$ cat config.mk
export PLATFORM = sky130hd
export DESIGN_NAME = mem_port_arbiter
export DESIGN_NICKNAME = d
export VERILOG_FILES = /design/src/rtl/mem_port_arbiter.sv
export SDC_FILE = /design/constraint.sdc
export NUM_CORES = 1
export LEC_CHECK = 0
export BUFFER_PORTS_ARGS = -buffer_cell sky130_fd_sc_hd__buf_4
export CELL_PAD_IN_SITES_DETAIL_PLACEMENT = 1
export CELL_PAD_IN_SITES_GLOBAL_PLACEMENT = 2
export CORE_ASPECT_RATIO = 0.75
export CORE_MARGIN = 1
export CORE_UTILIZATION = 23
export DETAILED_ROUTE_END_ITERATION = 10
export PLACE_DENSITY = 0.87
export SYNTH_ARGS = -nofsm -noshare
export SYNTH_HDL_FRONTEND = slang
export SYNTH_SLANG_ARGS = --single-unit
$ cat constraint.sdc
create_clock -name Clock -period 3.6 [get_ports Clock]
set_clock_uncertainty 0.2 [all_clocks]
set_input_delay 0 -clock Clock [delete_from_list [all_inputs] [get_ports Clock]]
set_output_delay 0 -clock Clock [all_outputs]
set_load 0.01 [all_outputs]
$ cat src/rtl/mem_port_arbiter.sv
// Arbitrates one shared single-port memory between an instruction-fetch port and a data port.
// Data wins by default; a waiting fetch is forced through after STARVE_LIMIT data grants.
module mem_port_arbiter #(
   parameter int unsigned WORD_SIZE    = 16,
   parameter int unsigned STARVE_LIMIT = 3
) (
   input  logic                 Clock,
   input  logic                 Reset,
   input  logic                 InstrReq,
   input  logic [WORD_SIZE-1:0] InstrAddr,
   output logic [WORD_SIZE-1:0] InstrRdata,
   output logic                 InstrWaitreq,
   input  logic                 ReadData,
   input  logic                 WriteData,
   input  logic [WORD_SIZE-1:0] DataAddr,
   input  logic [WORD_SIZE-1:0] DataOut,
   output logic [WORD_SIZE-1:0] DataIn,
   output logic                 DataWaitreq,
   output logic [WORD_SIZE-1:0] MemAddr,
   output logic [WORD_SIZE-1:0] MemWdata,
   output logic                 MemRead,
   output logic                 MemWrite,
   input  logic [WORD_SIZE-1:0] MemRdata,
   input  logic                 MemWaitreq
);

   localparam int unsigned CntW = (STARVE_LIMIT > 0) ? $clog2(STARVE_LIMIT + 1) : 1;
   localparam logic [CntW-1:0] CntMax = CntW'(STARVE_LIMIT);

   typedef enum logic [1:0] {StIdle, StInstr, StData} state_e;

   state_e               state_q, state_d;
   logic [CntW-1:0]      starve_q, starve_d;
   logic [WORD_SIZE-1:0] addr_q, addr_d;
   logic [WORD_SIZE-1:0] wdata_q, wdata_d;
   logic                 write_q, write_d;

   logic data_pend, fetch_pend, done, arbitrate;

   assign data_pend  = ReadData | WriteData;
   assign fetch_pend = InstrReq;
   assign done       = (state_q != StIdle) && !MemWaitreq;
   assign arbitrate  = (state_q == StIdle) || done;

   always_comb begin
      starve_d = starve_q;
      state_d  = state_q;
      addr_d   = addr_q;
      wdata_d  = wdata_q;
      write_d  = write_q;

      if (done && state_q == StInstr) begin
         starve_d = '0;
      end else if (done && state_q == StData && InstrReq && starve_q != CntMax) begin
         starve_d = starve_q + 1'b1;
      end

      // Arbitrate on the updated count so the fetch wins right after the limit-th data grant.
      if (arbitrate) begin
         if (data_pend && (!fetch_pend || starve_d < CntMax)) begin
            state_d = StData;
            addr_d  = DataAddr;
            wdata_d = DataOut;
            write_d = WriteData;
         end else if (fetch_pend) begin
            state_d = StInstr;
            addr_d  = InstrAddr;
            wdata_d = '0;
            write_d = 1'b0;
         end else begin
            state_d = StIdle;
         end
      end
   end

   always_ff @(posedge Clock or negedge Reset) begin
      if (!Reset) begin
         state_q  <= StIdle;
         starve_q <= '0;
         addr_q   <= '0;
         wdata_q  <= '0;
         write_q  <= 1'b0;
      end else begin
         state_q  <= state_d;
         starve_q <= starve_d;
         addr_q   <= addr_d;
         wdata_q  <= wdata_d;
         write_q  <= write_d;
      end
   end

   assign MemAddr  = addr_q;
   assign MemWdata = wdata_q;
   assign MemRead  = (state_q == StInstr) || (state_q == StData && !write_q);
   assign MemWrite = (state_q == StData) && write_q;

   assign InstrWaitreq = InstrReq & ~((state_q == StInstr) & ~MemWaitreq);
   assign DataWaitreq  = data_pend & ~((state_q == StData) & ~MemWaitreq);

   assign InstrRdata = (state_q == StInstr) ? MemRdata : '0;
   assign DataIn     = (state_q == StData && !write_q) ? MemRdata : '0;

endmodule
# --- After elaboration in Yosys (flattened, before gate mapping) ---
# Index checks and enable logic that the tools add are counted.
op_classes:
  n_addsub: 1
  n_lt_le_gt_ge: 1
  eq_ne: 3
  muxes: 12
  bitwise: 8
  reduce_logical: 18
op_table:
  columns: ["cell", "n"]
  rows:
  - ["two-way mux 16 bit", 6]
  - ["logical AND 1 bit", 8]
  - ["two-way mux 2 bit", 3]
  - ["bitwise AND 1 bit", 4]
  - ["nonzero test 2 bit", 2]
  - ["logical NOT 1 bit", 3]
  - ["logical OR 1 bit", 3]
  - ["two-way mux 1 bit", 3]
  - ["NOT 1 bit", 3]
  - ["adder 2 x 1 -> 2 bit (second input constant)", 1]
  - ["equality test 2 x 1 -> 1 bit (second input constant)", 1]
  - ["equality test 2 bit (second input constant)", 1]
  - ["logical NOT 2 bit", 1]
  - ["less-than comparator 2 bit (second input constant)", 1]
  - ["!= test 2 bit (second input constant)", 1]
  - ["AND reduction 2 bit", 1]
  - ["bitwise OR 1 bit", 1]
totals:
  regBits: 37
  inputBits: 70
  output_inout_bits: 68
  word_cells: 48

# --- Longest topological paths before layout ---
# Gate-level depths: netlist of the first run.
depth:
  word_depth: 12
  ltp_mapped: 7

# --- Worst setup path before layout of the first run ---
# Ideal clock, no wire load.
synth_timing:
  path_type: "register -> register"
  start: "reg starve_q[0]"
  end: "reg addr_q[4], in the netlist MemAddr[4]"
  arrival_time_ns: 2.130
  path_slack_ns: 1.133
  stages_incl_launch_ff: 8
  n_path_buf: 1
  synth_period_minus_slack_ns: 2.467
  path_cell_list: "dfrtp_1 > ha_1 > or4b_1 > a21o_1 > a32oi_4 > buf_12 > mux2i_1 > a21oi_1"
synth_between:
  elab_chain_cells: 9
synth_lines:
  columns: ["item", "line_no", "rtl"]
  rows:
  - ["from (decl)", "33", "logic [CntW-1:0] starve_q, starve_d;"]
  - ["from (signal assigned)", "85", "starve_q <= starve_d;"]
  - ["branches (longest 2 deep; another with adder 2 x 1 -> 2 bit)", null, null]
  - ["two-way mux 2 bit (*)", "54", "end else if (done && state_q == StData && InstrReq && starve_q != CntMax) begin"]
  - ["two-way mux 2 bit (*)", "52", "if (done && state_q == StInstr) begin"]
  - ["less-than comparator 2 bit (*)", "60", "if (data_pend && (!fetch_pend || starve_d < CntMax)) begin"]
  - ["logical OR 1 bit (*)", "60", null]
  - ["logical AND 1 bit (*)", "60", null]
  - ["nonzero test 2 bit (no source line)", null, null]
  - ["AND reduction 2 bit (no source line)", null, null]
  - ["to (signal assigned)", "86", "addr_q <= addr_d;"]
  - ["to (decl)", "34", "logic [WORD_SIZE-1:0] addr_q, addr_d;"]
# Mark *: on every way between the ends.
# A chain may end at the register's enable or synchronous reset.

# --- Final worst setup path of the first run ---
layout_timing:
  start: "reg starve_q[0]"
  end: "reg addr_q[9], in the netlist MemAddr[9]"
# Same word-level chain as after synthesis.

==> metrics.md, run 1 <==
| Metric | Value |
|---|---|
| H-tree levels | `2` |
| Setup TNS | `0 ps` |
| Final setup viols | `0` |
| Top cells by area, synth | `dfrtp_1 46%, and2_1 11%, mux2i_1 8.0%, nand2_1 6.6%, o21ai_0 5.7%` |
| Starting density of the core | `23.71%` |
| Max Root-Sink Buffers | `2` |
| Max-slew headroom | `39.75%` |
| Peak supply drop | `0.0003770 V` |
| Dpl hpwl | `5.108 mm` |
| Clock Sinks | `37` |
| Yosys warnings | `0` |
| Final Worst Setup Slack | `423.1 ps` |
| Post-synthesis sequential area ratio | `46.19%` |
| TritonCTS clock tree | `yes` |
| Number of antenna diodes | `0` |
| Total grt overflow | `0` |
| CP Class | `reg -> reg` |
| Post-Place Cell Area | `0.003122 mm2` |
| Syn Area/Cell | `8.948 um2` |
| Detailed Routing Iterations Pass 1 | `4` |
| Die ar. | `0.009096 mm2` |
| IO buf count | `137` |
| DP Worst Slack | `984.0 ps` |
| Share of cells above drive strength 1 | `37.07%` |
| Final non-filler cell total | `518` |
| Ys flop type | `dfrtp_1` |
| Yosys cell types | `32` |
| Post-route ant nets | `0` |
| Post-CTS setup buffer count | `0` |
| Slew @ Worst Pin | `901.9 ps` |
| Syn Nets | `295` |
| Largest net degree at the start of global routing | `49` |
| Post-layout util | `45.29%` |
| Mapped cell area | `0.002004 mm2` |
| Peak Freq | `314.8 MHz` |
| Status | `finished clean` |
| Cts repair resizes | `0` |
| Placed cell count | `457` |
| First-pass GRT wire length | `12.23 mm` |
| Final Hold Vio Count | `0` |
| Worst min-delay path class | `in -> async` |
| Vias in the first global route | `2477` |
| Crit path max fanout | `34` |
| Vias per cell | `4.444` |
| Post-synth EDFFs | `0` |
| Routed wire length | `7.727 mm` |
| 1st-iter DRT viols | `77` |
| Critical Path RT | `3530 ps` |
| Height of the die | `82.85 um` |
| Power Dens Cells | `704.8 mW/mm2` |
| Crit. End Element | `register` |
| Post-Synthesis Cells | `224` |
| Cts bufs inserted | `5` |
| GRT Total Usage | `17.16%` |
| Chip width | `109.8 um` |
| Initial antenna violation count | `0` |
| Final std cell area, no fill | `0.003829 mm2` |
| Row count | `29` |
| Worst-Skew Late Latency | `280 ps` |
| Routed len/inst | `14.92 um` |
| Yosys reg bits | `37` |
| Min Tclk post-route | `3177 ps` |
| Arrival @ worst endpoint | `3110 ps` |
| Gpl congestion | `0.7086` |
| Synth async-reset ratio | `100.0%` |
| Unrepaired setup endpoints after global routing | `false` |
| Final Net Count | `480` |
| # IOs | `138` |
| Critical Path Start Type | `register` |
| Yosys top cell by area | `dfrtp_1` |
| Via count | `2302` |
| Crit share post-route | `88.25%` |
| Slew Limit Fails | `0` |
| P&R area growth vs syn | `91.01%` |
| Clock Pin Slew Worst Setup and Hold Paths | `60 ps` |
| Maxcap violations | `0` |
| Core area | `0.008454 mm2` |
| Leakage | `1.832 nW` |
| DRC | `0` |
| Area share of the largest cell type after synthesis | `46.19%` |
| Root Buffer | `clkbuf_16` |
placed cells by master, fill, tap and decap left out, types with 2 or more instances in the layout:
cell type | Yosys | layout
dfrtp_1 | 37 | 37
o21a_1 | 4 | 4
dlygate4sd3_1 | 0 | 53
buf_4 | 0 | 139
a21oi_1 | 17 | 17
clkbuf_16 | 0 | 5
mux2i_1 | 16 | 16
o21ai_0 | 23 | 23
nand2_1 | 35 | 35
nor2b_1 | 2 | 2
nor2_1 | 19 | 19
or2_2 | 2 | 2
inv_1 | 2 | 2
and2_1 | 34 | 34
nand2b_1 | 2 | 2
per-stage QoR:
step | hold WS [ps] | power (mW)
after global routing | 103.5 | 2.880
after CTS | 48.69 | 2.711
final | 69.32 | 2.698
after global placement | -198.2 | 2.021
after detailed placement | -191.4 | 2.071
after floorplan | -495.6 | 1.430
what timing repair did:
item                                   4_1_cts  5_1_grt
setup endpoints to repair                    0        0
hold buffers                                53        0
endpoints found under the hold margin       74        0
Yosys cell counts, drive strengths merged, types with 2 or more instances:
master and instances:
mux2i 16, inv 2, nand2b 2, nor2 19
a21oi 17, and2 34, o21ai 24, buf 3
or2 2, clkbuf 12, nor2b 2, dfrtp 37
o21a 4, nand2 35
layer usage:
layer	share of wire (%)	vias to the layer above	wire length, um	track usage, %
met5	0	-	0	0
met4	1.9	0	150	5.333
met3	6.0	12	462	3.375
met2	52	83	3998	30.85
met1	40	1093	3115	20.17
li1	-	1114	-	-
sequential cells by signal, indices dropped and copies added (netlist names):
signal and count:
starve_q 2, MemAddr 16, state_q 2, MemWdata 16
write_q 1
layout make-up:
| cell class | count | area [um2] |
|---|---|---|
| clock inverters | 2 | 37.54 |
| well taps | 108 | 135.1 |
| repair buffers | 193 | 1594 |
| inverters | 2 | 7.507 |
| clock buffers | 6 | 138.9 |
| flip-flops and latches | 37 | 925.9 |
| multi-input cells | 170 | 989.7 |
| fillers | 983 | 4626 |
worst paths after layout:
check	startpoint	endpoint	slack (ps)	depth (start not counted)
max	starve_q[0]	MemAddr[9]	420	8
min	Reset	MemAddr[14]	70	2
max reg2reg	starve_q[0]	MemAddr[9]	420	8
min reg2reg	MemWdata[7]	MemWdata[7]	280	2
max in group asynchronous	Reset	MemWdata[2]	2790	2
min in group Clock	MemRdata[10]	DataIn[10]	90	3
worst max-delay path, stage by stage, from the launching register on:
cell	delay [ps]
dfrtp_1	440
ha_1	260
or4b_1	510
a21o_1	230
a32oi_4	250
buf_12	240
mux2i_1	230
dlygate4sd3_1	580
a21oi_1	80
where the power goes:
part	internal, mW	total, mW	switching (mW)	leakage [nW]
combinational	0.751	1.42	0.666	1.31
sequential	0.610	0.763	0.152	0.439
clock	0.346	0.519	0.173	0.0831
cell families (layout without fill, tap and decap cells):
group                      count (synthesis)  in the layout  share of synthesized area [%]
AOI/OAI and AO/OA                         52             52                          15.42
and+or+nand+nor                          101            101                          25.34
adders and majority gates                  1              1                         0.6241
buffers and inverters                     17            203                          4.432
DFF                                       37             37                          46.19
muxes                                     16             16                          7.990
No activity file was read; power rests on OpenSTA's default activity.
==> run 2: changes to the inputs <==
Settings changed: REMOVE_ABC_BUFFERS set to 1.
==> run 2 against run 1 <==
Design area down 0.23%. Utilization is 0.10 points lower. Setup slack got worse by 190 ps. Routed wire length is 7.3% lower. Critical path type unchanged. Sequential share of layout area up 0.055 points. Combinational power about the same. Clock power shrank 2%. Clock-buffer cell count unchanged. Critical path depth unchanged. Critical endpoint unchanged. Die area unchanged.
==> metrics.md, run 2 (same netlist as run 1, synthesis figures left out) <==
| Metric | Value |
|---|---|
| Status | `finished clean (unchanged)` |
| Height of the die | `82.85 um (unchanged)` |
| Die ar. | `0.009096 mm2 (unchanged)` |
| Int Pwr | `1.695 mW (was 1.707 mW)` |
| Slew Limit Fails | `0 (unchanged)` |
| Clock Sinks | `37 (unchanged)` |
| GRT Total Usage | `16.24% (was 17.16%)` |
| Min Tclk post-route | `3372 ps (was 3177 ps)` |
| First-pass GRT wire length | `11.65 mm (was 12.23 mm)` |
| DP Worst Slack | `629.8 ps (was 984.0 ps)` |
| Routed wire length | `7.165 mm (was 7.727 mm)` |
| Commonest non-fill, non-tap cell in the layout | `buf_4 (unchanged)` |
| R2R setup slack | `230 ps (was 420 ps)` |
| Root Buffer | `clkbuf_16 (unchanged)` |
| Vias per cell | `4.326 (was 4.444)` |
| Row count | `29 (unchanged)` |
| Detailed Routing Iterations Pass 1 | `4 (unchanged)` |
| Crit path max fanout | `25 (was 34)` |
| Leakage | `1.830 nW (was 1.832 nW)` |
| Crit share post-route | `93.66% (was 88.25%)` |
| Gpl congestion | `0.7958 (was 0.7086)` |
| Comb power frac | `52.3% (was 52.5%)` |
| Cts bufs inserted | `5 (unchanged)` |
| Largest net degree at the start of global routing | `49 (unchanged)` |
| Total grt overflow | `0 (unchanged)` |
| Number of antenna diodes | `0 (unchanged)` |
| Most frequent cells in the layout | `139 x buf_4, 53 x dlygate4sd3_1, 37 x dfrtp_1 (unchanged)` |
| Critical Path RT | `3520 ps (was 3530 ps)` |
| 1st-iter DRT viols | `74 (was 77)` |
| Critical Path Start | `starve_q[0] (unchanged)` |
| IO buf count | `137 (unchanged)` |
| Max-slew headroom | `40.56% (was 39.75%)` |
| Clock power share | `19.2% (about the same)` |
| TritonCTS clock tree | `yes (unchanged)` |
| H-tree levels | `2 (unchanged)` |
| Placed cell count | `457 (unchanged)` |
| Vias in the first global route | `2389 (was 2477)` |
| Unrepaired setup endpoints after global routing | `false (unchanged)` |
| Via count | `2241 (was 2302)` |
| Peak Freq | `296.6 MHz (was 314.8 MHz)` |
| P&R area growth vs syn | `90.57% (was 91.01%)` |
| Final Worst Setup Slack | `228.3 ps (was 423.1 ps)` |
| Chip width | `109.8 um (unchanged)` |
| Final Net Count | `480 (unchanged)` |
| Peak supply drop | `0.0002587 V (was 0.0003770 V)` |
| Sw Pwr | `0.9626 mW (was 0.9914 mW)` |
| Arrival @ worst endpoint | `3290 ps (was 3110 ps)` |
| Clock Pin Slew Worst Setup and Hold Paths | `60 ps (about the same)` |
| Critical Path Start Type | `register (unchanged)` |
| Final setup viols | `0 (unchanged)` |
| Setup TNS | `0 ps (unchanged)` |
| Starting density of the core | `23.71% (unchanged)` |
| RR Startpoint | `starve_q[0] (unchanged)` |
| Share of cells above drive strength 1 | `37.07% (unchanged)` |
| Power Dens Cells | `695.7 mW/mm2 (was 704.8 mW/mm2)` |
| Worst-Skew Late Latency | `270 ps (was 280 ps)` |
| Post-route ant nets | `0 (unchanged)` |
| Slew @ Worst Pin | `889.7 ps (was 901.9 ps)` |
| Core area | `0.008454 mm2 (unchanged)` |
| Post-CTS setup buffer count | `0 (unchanged)` |
| DRC | `0 (unchanged)` |
| Worst min-delay path class | `in -> async (unchanged)` |
| Initial antenna violation count | `0 (unchanged)` |
| Final Hold Vio Count | `0 (unchanged)` |
| Crit. End Element | `register (unchanged)` |
| Register share of total power | `28.5% (was 28.3%)` |
| Final non-filler cell total | `518 (unchanged)` |
| Routed len/inst | `13.83 um (was 14.92 um)` |
| Switching share of power | `36.23% (was 36.74%)` |
| # IOs | `138 (unchanged)` |
| Dpl hpwl | `4.854 mm (was 5.108 mm)` |
| Max Root-Sink Buffers | `2 (unchanged)` |
| CP Class | `reg -> reg (unchanged)` |
| Pwr Total | `2.657 mW (was 2.698 mW)` |
| Maxcap violations | `0 (unchanged)` |
==> run 2: power groups by stage <==
| stage | Clock (mW) | Combinational [mW] | Sequential [mW] |
|---|---|---|---|
| floorplan | 0 | 0.558 | 0.811 |
| global placement | 0 | 1.25 | 0.749 |
| detailed placement | 0 | 1.28 | 0.757 |
| CTS | 0.522 | 1.40 | 0.754 |
| global route | 0.541 | 1.54 | 0.783 |
| finish | 0.510 | 1.39 | 0.757 |
==> run 2: stage by stage <==
stage	hold WS (ps)	utilization (%)	instance area [um2]
finish	30.29	45.18	3820
global route	72.82	45.18	3820
CTS	57.05	45.14	3816
detailed placement	-199.1	36.78	3109
global placement	-201.0	36.78	3109
floorplan	-495.6	-	1923
==> run 2: worst paths after layout <==
check,to,cells after the start
worst max-delay path,MemAddr[9],8
worst min-delay path,MemAddr[5],2
worst max register to register,MemAddr[9],8
worst min register to register,MemWdata[3],2
max in group asynchronous,MemWdata[9],2
min in group Clock,InstrRdata[9],3
==> run 2: metal layers <==
metal / routed length, um / track usage [%] / vias to the layer above
met5: 0 / 0 / -
met4: 34 / 2.545 / 0
met3: 333 / 3.454 / 2
met2: 3784 / 29.55 / 57
met1: 3012 / 19.63 / 1064
li1: - / - / 1118
==> run 2: critical path, stage by stage, from the launching register on <==
cell           delay [ps]
dfrtp_1               430
ha_1                  260
or4b_1                500
a21o_1                230
a32oi_4               420
buf_6                 300
mux2i_1               210
dlygate4sd3_1         560
a21oi_1                90
==> run 2: area by class of cell <==
| type | count | area, um2 |
|---|---|---|
| Sequential cell | 37 | 925.9 |
| Fill cell | 992 | 4634 |
| Clock buffer | 6 | 138.9 |
| Tap cell | 108 | 135.1 |
| Inverter | 2 | 7.507 |
| Timing Repair Buffer | 193 | 1585 |
| Clock inverter | 2 | 37.54 |
| Multi-Input combinational cell | 170 | 989.7 |
==> run 2: repair_timing <==
item                       in CTS  in global routing
hold endpoints to repair       74                  0
resized for setup               0                  1
hold buffers                   53                  0
setup endpoints to repair       0                  9
